[src/rtl/dec_convert_ctrl.sv]
// dec_convert_ctrl: converts a 32-bit unsigned value into up to 16 ASCII
// digits in radix 2..16. It produces one digit per clock, least-significant
// digit first, and hands the result off with a valid/ready handshake.
//
// state | meaning
// ------+---------------------------------------------------------------
// IDLE  | waiting for start; result keeps the last value
// CONV  | one digit per cycle from the latched quotient q and radix b
// DONE  | result/err held with out_valid until the consumer accepts
module dec_convert_ctrl (
  input  logic         i_clk,
  input  logic         i_rst_n,
  input  logic         i_start,
  input  logic [31:0]  i_decimal,
  input  logic [4:0]   i_base,
  output logic         o_busy,
  output logic         o_out_valid,
  input  logic         i_out_ready,
  output logic [127:0] o_result,
  output logic         o_err
);

  typedef enum logic [1:0] {
    S_IDLE = 2'd0,
    S_CONV = 2'd1,
    S_DONE = 2'd2
  } state_t;

  localparam logic [127:0] BLANK = {16{8'h20}};

  state_t       r_state;
  logic [31:0]  r_q;
  logic [4:0]   r_b;
  logic [4:0]   r_cnt;
  logic [127:0] r_result;
  logic         r_err;
  logic         r_busy;
  logic         r_out_valid;

  logic [31:0]  w_divisor;
  logic [31:0]  w_quot;
  logic [31:0]  w_rem;
  logic [7:0]   w_ascii;
  logic         w_base_ok;

  // Divider and digit encoder work only on the latched q and b.
  always_comb begin
    w_divisor = {27'd0, r_b};
    w_quot    = r_q / w_divisor;
    w_rem     = r_q % w_divisor;
    // 0x37 + 10 = 'A', so remainders 10..15 become uppercase letters.
    w_ascii   = (w_rem < 32'd10) ? (8'h30 + w_rem[7:0]) : (8'h37 + w_rem[7:0]);
    w_base_ok = (i_base >= 5'd2) && (i_base <= 5'd16);
  end

  // Single-process FSM with registered outputs. Reset overrides every transition.
  always_ff @(posedge i_clk) begin
    if (!i_rst_n) begin
      r_state     <= S_IDLE;
      r_q         <= 32'd0;
      r_b         <= 5'd0;
      r_cnt       <= 5'd0;
      r_result    <= BLANK;
      r_err       <= 1'b0;
      r_busy      <= 1'b0;
      r_out_valid <= 1'b0;
    end else begin
      case (r_state)
        S_IDLE: begin
          if (i_start) begin
            r_result <= BLANK;
            if (w_base_ok) begin
              r_q     <= i_decimal;
              r_b     <= i_base;
              r_cnt   <= 5'd0;
              r_err   <= 1'b0;
              r_busy  <= 1'b1;
              r_state <= S_CONV;
            end else begin
              // Bad radix skips conversion entirely and reports at once.
              r_err       <= 1'b1;
              r_out_valid <= 1'b1;
              r_state     <= S_DONE;
            end
          end
        end

        S_CONV: begin
          r_result[{r_cnt[3:0], 3'b000} +: 8] <= w_ascii;
          r_q   <= w_quot;
          r_cnt <= r_cnt + 5'd1;
          if (w_quot == 32'd0) begin
            r_err       <= 1'b0;
            r_busy      <= 1'b0;
            r_out_valid <= 1'b1;
            r_state     <= S_DONE;
          end else if (r_cnt == 5'd15) begin
            // Sixteenth digit written but value not exhausted: overflow.
            r_err       <= 1'b1;
            r_busy      <= 1'b0;
            r_out_valid <= 1'b1;
            r_state     <= S_DONE;
          end
        end

        S_DONE: begin
          if (i_out_ready) begin
            r_out_valid <= 1'b0;
            r_state     <= S_IDLE;
          end
        end

        default: begin
          r_busy      <= 1'b0;
          r_out_valid <= 1'b0;
          r_state     <= S_IDLE;
        end
      endcase
    end
  end

  assign o_busy      = r_busy;
  assign o_out_valid = r_out_valid;
  assign o_result    = r_result;
  assign o_err       = r_err;

endmodule

[config.mk]
export PLATFORM = sky130hd
export DESIGN_NAME = dec_convert_ctrl
export DESIGN_NICKNAME = d
export VERILOG_FILES = /design/src/rtl/dec_convert_ctrl.sv
export SDC_FILE = /design/constraint.sdc
export NUM_CORES = 1
export LEC_CHECK = 0
export ABC_AREA = 1
export BUFFER_PORTS_ARGS = -buffer_cell sky130_fd_sc_hd__buf_2
export CAP_MARGIN = 20
export CORE_AREA = 2 2 262 264
export DETAILED_ROUTE_END_ITERATION = 10
export DIE_AREA = 0 0 264 266
export PLACE_DENSITY = 0.82
export SYNTH_ARGS = -nofsm -noshare
export SYNTH_HDL_FRONTEND = slang
export SYNTH_SLANG_ARGS = --single-unit
[constraint.sdc]
create_clock -name i_clk -period 106.3 [get_ports i_clk]
set_input_delay 5.315 -clock i_clk [delete_from_list [all_inputs] [get_ports i_clk]]
set_output_delay 5.315 -clock i_clk [all_outputs]
set_load 0.03 [all_outputs]
==> results of run 1 <==
[cell usage in the layout (no fill, tap or decap), types with 175 or more instances in the layout]
cell	count
nand3_2	191
nand3_1	487
nand4_1	215
nor2_1	518
a21oi_1	251
dfxtp_1	175
nand2_2	239
nand2_1	1568
inv_1	721
o21ai_0	183
[cells by family after synthesis]
logic type      count (synthesis)  share of synthesized area (%)
buf+inv                      1045                           13.6
fa+ha+maj                     159                           5.42
simple gates                 3798                           56.4
compound gates                673                           10.9
mux                             1                         0.0271
flops                         175                           9.50
xor+xnor                      172                           4.11
[critical path, delay by kind of cell, from the launching register on]
family                     cells  cell delay, ns
and+or+nand+nor              194           28.02
AOI/OAI and AO/OA             83           15.05
adders and majority gates     33           10.86
buffers and inverters         59            7.41
DFF                            1            0.38
muxes                          1            0.24
[cells in the mapped netlist (100+ instances only)]
library cell  count
nand3_1         487
ha_1            158
a21oi_1         251
nand2_1        1569
nand4_1         215
nand3_2         191
xor2_1          119
nand2_4         100
inv_1           724
o21ai_0         183
dfxtp_1         175
nor2_2          138
nand2_2         238
nor2_1          519
[through the flow]
step	hold slack, ns	util [%]
finish	0.464	56.3
global route	0.485	56.3
CTS	0.465	56.3
detailed placement	0.449	55.3
global placement	0.447	55.3
floorplan	0.439	-
[cell type report]
| cell class | count | area [µm²] | area share (%) |
|---|---|---|---|
| Multi-Input combinational cell | 4803 | 28400 | 74.4 |
| Inverter | 903 | 3570 | 9.37 |
| Sequential cell | 175 | 3500 | 9.19 |
| Tap cell | 882 | 1100 | 2.89 |
| Timing Repair Buffer | 183 | 958 | 2.51 |
| Clock buffer | 18 | 429 | 1.13 |
| Clock inverter | 14 | 191 | 0.502 |
| Antenna cell | 3 | 7.51 | 0.0197 |
[path summary, 6_finish.rpt]
path / start / to / cells after the start
worst min-delay path: o_result[41] / o_result[41] / 2
worst max register to register: r_b[0] / o_result[110] / 370
worst min register to register: o_result[41] / o_result[41] / 2
worst max-delay path: r_b[0] / o_result[110] / 370
[per-layer routing]
| metal | routed length, µm | global-route usage, % | part of all wire (%) |
|---|---|---|---|
| met3 | 6440 | 2.76 | 5.8 |
| met1 | 48800 | 39.7 | 44 |
| met4 | 4150 | 11.3 | 3.7 |
| met2 | 51800 | 52.0 | 47 |
| met5 | 0 | 0 | 0 |
[state kept, by name (all words and copies together) (netlist names)]
signal and count:
r_q 32, o_result 128, o_err 1, r_cnt 5
o_busy 1, r_b 5, r_state 2, o_out_valid 1
==> results_dict.tcl, run 1 <==
set metrics [dict create \
    outcome "completed" \
    rsz0062_at_grt "no" \
    fmax_mhz 16.1 \
    placement.io_buffers 171 \
    slew_headroom_pct 29.0 \
    grt-ovfl-total 0 \
    yosysWarnings 0 \
    nets 6283 \
    cp-start-kind "register" \
    rrSetupSlack_ns 44.11 \
    design.die.area_mm2 0.0702 \
    synth.area.top_cells "nand2_1 (16%), dfxtp_1 (9.5%), inv_1 (7.4%)" \
    start_util_pct 54.4 \
    tns_ns 0 \
    die_y_um 266 \
    h-tree-depth 4 \
    hold_viol_final 0 \
    fillers 6831 \
    place.gp.congestion 0.990 \
    cts_tree "built" \
    slowest_delay_ns 0.59 \
    cp.required_ns 106.69 \
    drt_first_pass_iters 6 \
    drtIter0Drc 3165 \
    antenna_found_initial 3 \
    clockRootBuffer "clkbuf_16" \
    worstPathMaxFanout 45 \
    vias 39000 \
    drt.antenna.violating_nets 0 \
    setup_ws_ns 44.11 \
    yosysSeqAreaShare_pct 9.50 \
    fin_area_mm2 0.0381 \
    synthArstFlopShare_pct 0 \
    synth_top_area_cell "nand2_1" \
    dp_slack_ns 45.05 \
    cp_common_cell "nand2_1" \
    crit_slowest_cell "nand3_2" \
    drive_gt1_share_pct 21.9 \
    row_count 96 \
    area_delta_synth_final_pct 3.43 \
    placed_cell_area_mm2 0.0375 \
    synth_ff_type "dfxtp_1" \
    grt_first_pass_wirelength_um 179000 \
    grt_pass1_vias 35900 \
    final_max_slew_viol_count 0 \
    chipWidth_um 264 \
    viasPerCell 5.59 \
    cp_data_arrival_time_ns 62.58 \
    stdcell_count 6981 \
    cts.repair.resized 0 \
    fin_worst_skew_ns 0.0193 \
    cts_sinks 175 \
    dp.cells 6945 \
    ios 172 \
    setup_violations 0 \
    ctsLongestPathBuffers 2 \
    yosys_register_bits 175 \
    post_cts_buffers 0 \
    numCtsBuffers 17 \
    synth_cell_type_count 84 \
    critPathKind "register to register" \
    postCtsHoldBufs 0 \
    max_slew.worst_pin.slew_ns 1.06 \
    synth_nets 6223 \
    synth_top_area_share_pct 16.0 \
    fin_crit_ns 62.19 \
    clk_pin_slew_ns 0.08 \
    cp-end-kind "register" \
    core_mm2 0.0677 \
    post-route-period-util_pct 58.5 \
    syn-cell-area_mm2 0.0369 \
    gr-usage-all-layers_pct 30.4 \
    wl_per_cell_um 15.9 \
    routed_wl_um 111000 \
    synth_edf_count 0 \
    clk_latency_ns 0.46 \
    drc_errors 0 \
    hold_class "register to register" \
    netlist_instances 6023 \
    grt_max_degree 99 \
    hpwl_um 89700 \
    cap_viol_max_count 0 \
    synth.avg_cell_area_um2 6.12 \
]
Power of run 1 is not shown: default switching activity piles up to over one toggle a cycle in this logic, so the estimate is an artifact.
==> inputs of run 2 (changes only) <==
Clock period 106.3 ns to 64.3 ns, I/O delays scaled along.
==> run 2 against run 1 <==
Non-clock buffer count is 12 higher; via count is 1.5% higher; first-iteration DRC count is 9.5% higher; worst setup slack worse by 38 ns; routed wire length is 0.62% higher; final area is 0.72% higher; sequential share of layout area is 0.065 points lower; maximum frequency is 6.8% higher; clock skew is 0.0046 ns lower; worst hold slack worse by 0.0011 ns.
==> results_dict.tcl, run 2 (synthesized netlist as in run 1, its figures left out) <==
set metrics [dict create \
    drc_errors 0 \
    postCtsHoldBufs 0 \
    cp.required_ns 64.68 \
    rrSetupSlack_ns 6.06 \
    setup_violations 0 \
    met1_usage_pct 39.7 \
    fmax_mhz 17.2 \
    ctsLongestPathBuffers 2 \
    drt_first_pass_iters 6 \
    vias 39600 \
    drt.antenna.violating_nets 0 \
    worstPathMaxFanout 39 \
    design.die.area_mm2 0.0702 \
    grt_max_degree 98 \
    place.gp.congestion 0.996 \
    numCtsBuffers 17 \
    largest_reg_flops 128 \
    cp-start-kind "register" \
    wl_per_cell_um 16.0 \
    outcome "completed" \
    cap_viol_max_count 0 \
    die_y_um 266 \
    cp_common_cell "nand2_1" \
    slew_headroom_pct 29.0 \
    grt-ovfl-total 0 \
    tns_ns 0 \
    hold_class "register to register" \
    fin_util_pct 56.7 \
    dp_slack_ns 3.15 \
    crit_slowest_cell "fa_1" \
    holdPathStages 2 \
    rsz0062_at_grt "no" \
    row_count 96 \
    cts_sinks 175 \
    nets 6306 \
    drive_gt1_share_pct 22.2 \
    gr-usage-all-layers_pct 30.2 \
    fin_worst_skew_ns 0.0147 \
    area_delta_synth_final_pct 4.17 \
    cts_tree "built" \
    worst_r2r_path_depth 373 \
    fin_crit_ns 58.24 \
    hpwl_um 89100 \
    ios 172 \
    placement.io_buffers 171 \
    start_util_pct 54.4 \
    post-route-period-util_pct 90.6 \
    slowest_delay_ns 0.45 \
    viasPerCell 5.65 \
    layout_common_cells "nand2_1 (1568), inv_1 (720), nor2_1 (517), nand3_1 (487), a21oi_1 (249)" \
    critPathKind "register to register" \
    worstHoldStart "o_result[73]" \
    final_max_slew_viol_count 0 \
    routed_wl_um 112000 \
    grt_pass1_vias 35700 \
    max_slew.worst_pin.slew_ns 1.06 \
    core_mm2 0.0677 \
    setup_ws_ns 6.06 \
    grt_use_met2_pct 51.4 \
    hold_viol_final 0 \
    drtIter0Drc 3465 \
    grt.busiest_layer "met2" \
    r2r-start "r_b[0]" \
    clk_latency_ns 0.46 \
    cp_data_arrival_time_ns 58.62 \
    clk_pin_slew_ns 0.07 \
    hold-path-endpoint "o_result[73]" \
    timing.rr.end "o_result[57]" \
    grt_util_met3_pct 2.40 \
    h-tree-depth 4 \
    chipWidth_um 264 \
    antenna_found_initial 4 \
    clockRootBuffer "clkbuf_16" \
    final_common_cell "nand2_1" \
    cp-end-kind "register" \
    grt_first_pass_wirelength_um 178000 \
]
run 2: changes by cell type in the layout (fill, tap and decap cells not counted), moves of 2 or more:
cell | before | now
a21oi_1 | 251 | 249
nand3_2 | 191 | 200
inv_8 | 3 | 6
o21ai_0 | 183 | 178
buf_4 | 11 | 22
clkinv_8 | 7 | 5
o21ai_1 | 49 | 54
run 2: what timing repair did:
item | in CTS | in global routing
endpoints found under the setup margin | 0 | 135
gates resized for setup | 0 | 14
buffers inserted | 0 | 12
run 2: through the flow:
stage          hold WS [ns]  instances  area (µm²)
4_1_cts               0.465       6978       38100
2_1_floorplan         0.439       6023       36900
5_1_grt               0.479       7005       38400
3_5_place_dp          0.453       6946       37500
3_3_place_gp          0.447       6946       37500
6_report              0.463       7005       38400
run 2: critical path, delay by kind of cell, from the launching register on:
| family | cells | cell delay (ns) |
|---|---|---|
| flops | 1 | 0.37 |
| fa+ha+maj | 33 | 10.86 |
| mux | 1 | 0.19 |
| simple gates | 196 | 25.65 |
| buf+inv | 61 | 6.68 |
| compound gates | 82 | 14.31 |
run 2: worst max path at each step:
| stage | cells after the start | end | slack [ns] | startpoint |
|---|---|---|---|---|
| after global placement | 366 | o_result[62] | 5.57 | r_b[0] |
| after global routing | 376 | o_result[57] | 0.28 | r_b[0] |
| after floorplan | 397 | o_result[42] | 11.64 | r_b[0] |
| after CTS | 373 | o_result[78] | 2.98 | r_b[0] |
| after detailed placement | 373 | o_result[62] | 3.15 | r_b[0] |
| final | 373 | o_result[57] | 6.06 | r_b[0] |
run 2: area by class of cell:
class | instances | area [µm²]
tap | 882 | 1100
sequential | 175 | 3500
fill | 6783 | 29300
inverter | 903 | 3580
clock inverter | 14 | 183
antenna | 4 | 10.0
timing repair buffer | 195 | 1060
multi-input combinational | 4814 | 28500
clock buffer | 18 | 439
run 2: metal layers:
metal	up-vias	wire length [µm]	share of wire [%]
li1	19700	-	-
met1	18100	48700	43
met2	1482	52200	47
met3	260	6920	6.2
met4	0	4140	3.7
met5	-	0	0
Power of run 2 is left out for the same reason.
